--- config.mk ---
export PLATFORM = sky130hd
export DESIGN_NAME = pq_req_arbiter_flat
export DESIGN_NICKNAME = d
export VERILOG_FILES = /design/src/rtl/pq_req_arbiter_pkg.sv /design/src/rtl/pq_req_arbiter_if.sv /design/src/rtl/pq_req_arbiter_rr.sv /design/src/rtl/pq_req_arbiter.sv /design/src/flat_wrapper.sv
export SDC_FILE = /design/constraint.sdc
export NUM_CORES = 1
export LEC_CHECK = 0
export ABC_AREA = 1
export BUFFER_PORTS_ARGS = -buffer_cell sky130_fd_sc_hd__buf_2
export CELL_PAD_IN_SITES_DETAIL_PLACEMENT = 1
export CELL_PAD_IN_SITES_GLOBAL_PLACEMENT = 2
export CORE_MARGIN = 1.5
export CORE_UTILIZATION = 24
export DETAILED_ROUTE_END_ITERATION = 10
export GPL_TIMING_DRIVEN = 0
export HOLD_SLACK_MARGIN = 0.02
export PLACE_DENSITY_LB_ADDON = 0.1
export SYNTH_ARGS = -nofsm -noshare
export SYNTH_HDL_FRONTEND = slang
export SYNTH_HIERARCHICAL = 1
export SYNTH_SLANG_ARGS = --single-unit
--- constraint.sdc ---
create_clock -name clk -period 3.05 [get_ports clk]
set_input_delay 0.1525 -clock clk [delete_from_list [all_inputs] [get_ports clk]]
set_output_delay 0.1525 -clock clk [all_outputs]
set_load 0.02 [all_outputs]
--- src/rtl/pq_req_arbiter_pkg.sv ---
// rtl/pq_req_arbiter_pkg.sv - shared types and widths for the PQ request arbiter
// Purpose: operation encoding, key/value widths and small helpers shared by
//          the arbiter, its picker and its interface.
// Ports:   none (package).
package pq_req_arbiter_pkg;

    localparam int KEY_WIDTH = 8;
    localparam int VAL_WIDTH = 8;
    localparam int KV_WIDTH  = KEY_WIDTH + VAL_WIDTH;

    typedef logic [KV_WIDTH-1:0] kv_t;

    // Bit 0 means "enqueue", bit 1 means "dequeue"; REPL sets both.
    typedef enum logic [1:0] {
        OP_NONE = 2'b00,
        OP_ENQ  = 2'b01,
        OP_DEQ  = 2'b10,
        OP_REPL = 2'b11
    } pq_op_t;

    // True for operations that remove the current top element.
    function automatic logic op_removes(pq_op_t op);
        return op[1];
    endfunction

endpackage

--- src/rtl/pq_req_arbiter_if.sv ---
// rtl/pq_req_arbiter_if.sv - requester and PQ-side signal bundle for the arbiter
// Purpose: groups the requester handshake, the response and the PQ strobe bus.
// Ports:   req_valid/req_op/req_kv/req_ready (requesters), rsp_* (response),
//          pq_enq/pq_deq/pq_kvi/pq_kvo/pq_empty/pq_full (priority queue).
//          slave modport = arbiter, master modport = clients plus PQ.
interface pq_req_arbiter_if
    import pq_req_arbiter_pkg::*;
#(
    parameter int N_REQ = 4
) ();
    localparam int IW = $clog2(N_REQ);

    logic [N_REQ-1:0]          req_valid;
    logic [N_REQ*2-1:0]        req_op;
    logic [N_REQ*KV_WIDTH-1:0] req_kv;
    logic [N_REQ-1:0]          req_ready;
    logic                      rsp_valid;
    logic [IW-1:0]             rsp_id;
    kv_t                       rsp_kv;
    logic                      rsp_err;
    logic                      pq_enq;
    logic                      pq_deq;
    kv_t                       pq_kvi;
    kv_t                       pq_kvo;
    logic                      pq_empty;
    logic                      pq_full;

    modport slave (
        input  req_valid, req_op, req_kv, pq_kvo, pq_empty, pq_full,
        output req_ready, rsp_valid, rsp_id, rsp_kv, rsp_err, pq_enq, pq_deq, pq_kvi
    );

    modport master (
        output req_valid, req_op, req_kv, pq_kvo, pq_empty, pq_full,
        input  req_ready, rsp_valid, rsp_id, rsp_kv, rsp_err, pq_enq, pq_deq, pq_kvi
    );

endinterface

--- src/rtl/pq_req_arbiter_rr.sv ---
// rtl/pq_req_arbiter_rr.sv - N-way masked round-robin / fixed-priority picker
// Purpose: picks the first eligible index at or after ptr (round-robin), or the
//          lowest eligible index when PQ_ARB_FIXED_PRIO_EN is defined.
// Ports:   eligible (in, N), ptr (in, start index), grant (out, one-hot),
//          idx (out, winner index), any (out, some request won).
// Macro:   PQ_ARB_FIXED_PRIO_EN selects fixed priority; ptr is then ignored.
module pq_req_arbiter_rr #(
    parameter int N  = 4,
    parameter int IW = $clog2(N)
) (
    input  logic [N-1:0]  eligible,
    input  logic [IW-1:0] ptr,
    output logic [N-1:0]  grant,
    output logic [IW-1:0] idx,
    output logic          any
);

`ifdef PQ_ARB_FIXED_PRIO_EN
    logic unused_ptr;
    assign unused_ptr = ^ptr;

    always_comb begin
        grant = '0;
        idx   = '0;
        any   = 1'b0;
        for (int i = 0; i < N; i++) begin
            if (!any && eligible[i]) begin
                any      = 1'b1;
                grant[i] = 1'b1;
                idx      = IW'(i);
            end
        end
    end
`else
    // Walk N positions starting at ptr, wrapping once.
    always_comb begin
        grant = '0;
        idx   = '0;
        any   = 1'b0;
        for (int i = 0; i < N; i++) begin
            int j;
            j = int'(ptr) + i;
            if (j >= N) j = j - N;
            if (!any && eligible[j]) begin
                any      = 1'b1;
                grant[j] = 1'b1;
                idx      = IW'(j);
            end
        end
    end
`endif

endmodule

--- src/rtl/pq_req_arbiter.sv ---
// rtl/pq_req_arbiter.sv - shares one hardware priority queue among N_REQ requesters
// Purpose: grants one request at a time, issues it as ENQ/DEQ/REPL strobes,
//          holds off further grants for an op-dependent settle gap and returns
//          the removed top element to the issuing requester.
// Ports:   clk, rst (sync active-high), bus (pq_req_arbiter_if.slave):
//          requester handshake, one-cycle response, PQ strobe bus.
// Macro:   PQ_ARB_FIXED_PRIO_EN - lowest eligible index wins, pointer stays 0.
module pq_req_arbiter
    import pq_req_arbiter_pkg::*;
#(
    parameter int N_REQ    = 4,
    parameter int ENQ_GAP  = 8,
    parameter int DEQ_GAP  = 4,
    parameter int REPL_GAP = 4
) (
    input  logic              clk,
    input  logic              rst,
    pq_req_arbiter_if.slave   bus
);

    localparam int IW = $clog2(N_REQ);
    localparam int CW = 8;

    typedef enum logic [1:0] {
        ST_IDLE,
        ST_ISSUE,
        ST_WAIT
    } state_t;

    state_t         state;
    logic [IW-1:0]  ptr;
    logic [CW-1:0]  gap_cnt;
    pq_op_t         op_q;

    logic [N_REQ-1:0] eligible;
    logic [N_REQ-1:0] grant;
    logic [IW-1:0]    win_idx;
    logic             win_any;
    pq_op_t           win_op;
    kv_t              win_kv;
    logic             win_err;
    logic [CW-1:0]    gap_sel;

    // A full-PQ ENQ or an illegal op stays pending but must not block others.
    always_comb begin
        eligible = '0;
        for (int i = 0; i < N_REQ; i++) begin
            eligible[i] = bus.req_valid[i]
                       && (bus.req_op[2*i +: 2] != 2'b00)
                       && !((bus.req_op[2*i +: 2] == 2'b01) && bus.pq_full);
        end
    end

    pq_req_arbiter_rr #(
        .N  (N_REQ),
        .IW (IW)
    ) u_rr (
        .eligible (eligible),
        .ptr      (ptr),
        .grant    (grant),
        .idx      (win_idx),
        .any      (win_any)
    );

    assign bus.req_ready = (state == ST_IDLE && !rst) ? grant : '0;

    assign win_op  = pq_op_t'(bus.req_op[{win_idx, 1'b0} +: 2]);
    assign win_kv  = bus.req_kv[int'(win_idx)*KV_WIDTH +: KV_WIDTH];
    // The PQ empty flag is judged at the handshake edge, not at issue time.
    assign win_err = op_removes(win_op) && bus.pq_empty;

    always_comb begin
        gap_sel = '0;
        case (op_q)
            OP_ENQ:  gap_sel = CW'(ENQ_GAP);
            OP_DEQ:  gap_sel = CW'(DEQ_GAP);
            OP_REPL: gap_sel = CW'(REPL_GAP);
            default: gap_sel = '0;
        endcase
    end

    always_ff @(posedge clk) begin
        if (rst) begin
            state         <= ST_IDLE;
            ptr           <= '0;
            gap_cnt       <= '0;
            op_q          <= OP_NONE;
            bus.rsp_valid <= 1'b0;
            bus.rsp_id    <= '0;
            bus.rsp_kv    <= '0;
            bus.rsp_err   <= 1'b0;
            bus.pq_enq    <= 1'b0;
            bus.pq_deq    <= 1'b0;
            bus.pq_kvi    <= '0;
        end else begin
            case (state)
                ST_IDLE: begin
                    if (win_any) begin
                        op_q          <= win_op;
                        bus.rsp_valid <= 1'b1;
                        bus.rsp_id    <= win_idx;
                        bus.rsp_err   <= win_err;
                        bus.rsp_kv    <= (win_op == OP_ENQ || win_err) ? '0 : bus.pq_kvo;
                        bus.pq_enq    <= !win_err && win_op[0];
                        bus.pq_deq    <= !win_err && win_op[1];
                        bus.pq_kvi    <= win_kv;
`ifndef PQ_ARB_FIXED_PRIO_EN
                        ptr           <= (win_idx == IW'(N_REQ-1)) ? '0 : win_idx + 1'b1;
`endif
                        state         <= ST_ISSUE;
                    end
                end
                ST_ISSUE: begin
                    bus.rsp_valid <= 1'b0;
                    bus.rsp_id    <= '0;
                    bus.rsp_kv    <= '0;
                    bus.rsp_err   <= 1'b0;
                    bus.pq_enq    <= 1'b0;
                    bus.pq_deq    <= 1'b0;
                    bus.pq_kvi    <= '0;
                    if (bus.rsp_err || gap_sel == '0) begin
                        state <= ST_IDLE;
                    end else begin
                        gap_cnt <= gap_sel;
                        state   <= ST_WAIT;
                    end
                end
                ST_WAIT: begin
                    if (gap_cnt <= 1) begin
                        gap_cnt <= '0;
                        state   <= ST_IDLE;
                    end else begin
                        gap_cnt <= gap_cnt - 1'b1;
                    end
                end
                default: state <= ST_IDLE;
            endcase
        end
    end

endmodule

--- src/flat_wrapper.sv ---
// flat-port wrapper written by rule: the top's interface ports become plain ports
module pq_req_arbiter_flat import pq_req_arbiter_pkg::*;
#(
    parameter int N_REQ    = 4,
    parameter int ENQ_GAP  = 8,
    parameter int DEQ_GAP  = 4,
    parameter int REPL_GAP = 4
)
  (clk, rst, bus_req_valid, bus_req_op, bus_req_kv, bus_pq_kvo, bus_pq_empty, bus_pq_full, bus_req_ready, bus_rsp_valid, bus_rsp_id, bus_rsp_kv, bus_rsp_err, bus_pq_enq, bus_pq_deq, bus_pq_kvi);
  pq_req_arbiter_if #(.N_REQ(N_REQ)) bus_i ();
  input  logic clk;
  input  logic rst;
  input wire logic [$bits(bus_i.req_valid)-1:0] bus_req_valid;
  input wire logic [$bits(bus_i.req_op)-1:0] bus_req_op;
  input wire logic [$bits(bus_i.req_kv)-1:0] bus_req_kv;
  input wire logic [$bits(bus_i.pq_kvo)-1:0] bus_pq_kvo;
  input wire logic [$bits(bus_i.pq_empty)-1:0] bus_pq_empty;
  input wire logic [$bits(bus_i.pq_full)-1:0] bus_pq_full;
  output wire logic [$bits(bus_i.req_ready)-1:0] bus_req_ready;
  output wire logic [$bits(bus_i.rsp_valid)-1:0] bus_rsp_valid;
  output wire logic [$bits(bus_i.rsp_id)-1:0] bus_rsp_id;
  output wire logic [$bits(bus_i.rsp_kv)-1:0] bus_rsp_kv;
  output wire logic [$bits(bus_i.rsp_err)-1:0] bus_rsp_err;
  output wire logic [$bits(bus_i.pq_enq)-1:0] bus_pq_enq;
  output wire logic [$bits(bus_i.pq_deq)-1:0] bus_pq_deq;
  output wire logic [$bits(bus_i.pq_kvi)-1:0] bus_pq_kvi;
  assign bus_i.req_valid = bus_req_valid;
  assign bus_i.req_op = bus_req_op;
  assign bus_i.req_kv = bus_req_kv;
  assign bus_i.pq_kvo = bus_pq_kvo;
  assign bus_i.pq_empty = bus_pq_empty;
  assign bus_i.pq_full = bus_pq_full;
  assign bus_req_ready = bus_i.req_ready;
  assign bus_rsp_valid = bus_i.rsp_valid;
  assign bus_rsp_id = bus_i.rsp_id;
  assign bus_rsp_kv = bus_i.rsp_kv;
  assign bus_rsp_err = bus_i.rsp_err;
  assign bus_pq_enq = bus_i.pq_enq;
  assign bus_pq_deq = bus_i.pq_deq;
  assign bus_pq_kvi = bus_i.pq_kvi;
  pq_req_arbiter #(.N_REQ(N_REQ), .ENQ_GAP(ENQ_GAP), .DEQ_GAP(DEQ_GAP), .REPL_GAP(REPL_GAP)) u_core (.clk(clk), .rst(rst), .bus(bus_i));
endmodule
==> run metrics <==
antenna cell count=0; sw frac=54.5%; Combinational Power Share=70.0%; Critical Path RT=3.23 ns; most used cell, CP=nand2_1; DR vias=3,825; GRT overflow=0; setup repair after global routing missed its margin=false; Max Slew Vio Count=0; fin crit period=2.74 ns; crit path DAT=2.93 ns; syn avg cell area=6.47 um^2; post-synthesis mux area share=0%; worst vdd ir=0.000329 V; Crit Path Class=reg -> reg; Initial Util=24.4%; Clock power frac=10.1%; Max Clock Skew=0.00788 ns; number of core rows=43; fillers=1,819; CTS buffer count=5; largest net degree at the start of global routing=17; CP max-delay cell=dfxtp_2; WHS=0.169 ns; status=completed; clk sinks=52; pwr dens=1260 nW/um^2; final setup margin=0.306 ns; CTS tree=done; io pins=138; initial antenna violation count=0; first-pass GRT wire length=19,300 um; Max Clock Freq=0.364 GHz; post-synthesis compound-gate area fraction=11.4%; final cycle utilization of the critical path=90.0%; CP startpoint kind=register; sw power=0.00305 W; initial drt markers=130; most common cell in the netlist=nand2_1; adder-cell share of the synthesized area=4.09%; sequential share of power=19.9%; CP peak stage delay=0.43 ns; CP top delay family=buffers and inverters; synth top area cells=dfxtp_1 (31%), nand2_1 (18%), nor2_1 (6.7%), nand3_1 (6.5%), inv_1 (5.5%); DRC=0; worst slew pin tran=0.410 ns; Pleak=2.35 nW; Placed Cells=836; Synth area leader=dfxtp_1; synthesis-to-finish area growth=32.0%; Simple-Gate Fraction of Synth Area=41.8%; endpoints failing setup=0; Root Buffer=clkbuf_16; r2r setup slk=0.31 ns; sequential share of the synthesized area=30.9%; die area=14,700 um^2; WP buf/inv=6; buffers added on ports=136; post-synthesis net count=627; largest family of logic cells by synthesized area=simple AND/OR/NAND/NOR gates; Synth async-reset ratio=0%; Antenna Nets Post-Route=0; Post-synth EDFFs=0; clk_lat worst skew=0.29 ns; htree depth=2; Post-Synthesis Cells=520; ratio of cells with drive above 1 in the final layout=29.8%; CTS Hold Bufs=0; DIE HEIGHT=121 um; most frequent cells after synthesis=nand2_1 (157), nor2_1 (60), dfxtp_1 (52), inv_1 (49), nand3_1 (44); fin util=32.3%; vias per cell=4.53; Yosys reg bits=52; pre-CTS worst setup slack=-0.127 ns; final hold violations=0; Max clock buf depth=2; CP max FO=10; Mapped Area=3370 um^2; Final nets=770; dpl hpwl=9490 um; Reg clk slew, reported paths=0.07 ns; worst min-delay path class=in -> reg; DRT Wirelength=11,900 um; Die X=121 um; xor/xnor share of the synthesized area=0.780%; Cell Chain, Critical Path=inv_1, ha_4, inv_1, nand2_1, nand2_1, nor2_4, buf_6, nand4_1, nand3_1, clkbuf_4, inv_4, nand3_2, nand3_4, buf_6, nand4_1, nand2_1; Yosys warnings=6; slew margin rel.=72.7%; GRT Util Overall=16.4%; total setup buffers inserted after CTS=0; Max Cap Viol=0; internal power=0.00255 W; First-pass DRT Iterations=4; routability cong.=0.808; post-synth cell types=33; CORE AREA=13,800 um^2; routed len/inst=14.1 um; CP endpoint kind=register; post-synth top area share=30.9%; Final Non-Filler Cells=844; Main synth FF type=dfxtp_1; vias in the first global route=3,936
-- per-stage QoR --
stage | TNS (ns) | total power (W) | area, um^2
2_1_floorplan | 0 | 0.00387 | 3370
3_3_place_gp | -0.943 | 0.00501 | 4270
3_5_place_dp | -1.53 | 0.00505 | 4270
4_1_cts | 0 | 0.00564 | 4420
5_1_grt | 0 | 0.00619 | 4440
6_report | 0 | 0.00560 | 4440
-- what timing repair did --
item,4_1_cts,5_1_grt
resized for setup,2,8
hold endpoints to repair,0,0
gates cloned,0,0
endpoints found under the setup margin,24,34
-- cell usage in the layout, fill, tap and decap left out, types with 3 or more instances in the layout --
| cell type | instances |
|---|---|
| ha_1 | 10 |
| xor2_1 | 3 |
| nand3_1 | 44 |
| inv_4 | 3 |
| a21boi_0 | 4 |
| o21a_1 | 4 |
| nand4_1 | 25 |
| nand3_2 | 4 |
| nor2_1 | 59 |
| buf_6 | 7 |
| nor2_2 | 3 |
| clkbuf_16 | 5 |
| inv_1 | 49 |
| buf_2 | 146 |
| a21oi_1 | 15 |
| dfxtp_1 | 50 |
| nand2_1 | 157 |
| o22ai_1 | 9 |
| nand2_2 | 9 |
| o21ai_0 | 30 |
-- power groups by stage --
stage / logic (W) / clock network, W / registers (W)
2_1_floorplan: 0.00253 / 0 / 0.00134
3_3_place_gp: 0.00388 / 0 / 0.00112
3_5_place_dp: 0.00392 / 0 / 0.00113
4_1_cts: 0.00393 / 0.000588 / 0.00112
5_1_grt: 0.00442 / 0.000621 / 0.00115
6_report: 0.00392 / 0.000567 / 0.00111
-- cell type report --
| class | count | area (um^2) | share of cell area [%] |
|---|---|---|---|
| well taps | 180 | 225 | 5.07 |
| repair buffers | 136 | 681 | 15.3 |
| multi-input cells | 391 | 1970 | 44.4 |
| clock inverters | 2 | 16.3 | 0.366 |
| plain buffers | 23 | 165 | 3.72 |
| inverters | 54 | 210 | 4.73 |
| clock buffers | 6 | 129 | 2.90 |
| flip-flops and latches | 52 | 1050 | 23.5 |
-- flip-flops by register name, summed over array words and instances (netlist names) --
signal	flops
u_core/bus.pq_kvi	16
u_core/bus.rsp_kv	16
u_core/gap_cnt	8
u_core/bus.rsp_id	2
u_core/op_q	2
u_core/ptr	2
u_core/state	2
u_core/bus.pq_deq	1
u_core/bus.pq_enq	1
u_core/bus.rsp_err	1
u_core/bus.rsp_valid	1
-- final timing paths --
kind,to,from,cells past startpoint
worst min-delay path,u_core/gap_cnt[4]$_SDFFE_PP0P_,rst,2
worst min register to register,u_core/bus.pq_kvi[5]$_SDFFE_PP0P_,u_core/bus.pq_kvi[5]$_SDFFE_PP0P_,2
worst max-delay path,u_core/bus.rsp_kv[14]$_SDFFE_PP0P_,u_core/ptr[1]$_SDFFE_PP0P_,16
worst max register to register,u_core/bus.rsp_kv[14]$_SDFFE_PP0P_,u_core/ptr[1]$_SDFFE_PP0P_,16
-- cell families after synthesis --
group,Yosys count
flip-flops,52
AND/OR/NAND/NOR,311
AO/OA/AOI/OAI,66
adder cells (fa/ha/maj),11
buffers and inverters,77
XOR/XNOR,3
-- per-layer routing --
metal  vias up  global-route usage, %  part of all wire, %
met2        78                   29.3                   48
met4         0                   3.46                  1.0
li1       1966                      -                    -
met5         -                      0                    0
met3         9                   2.87                  3.8
met1      1772                   20.6                   47
Note: power is estimated with default switching activity, not from simulation.
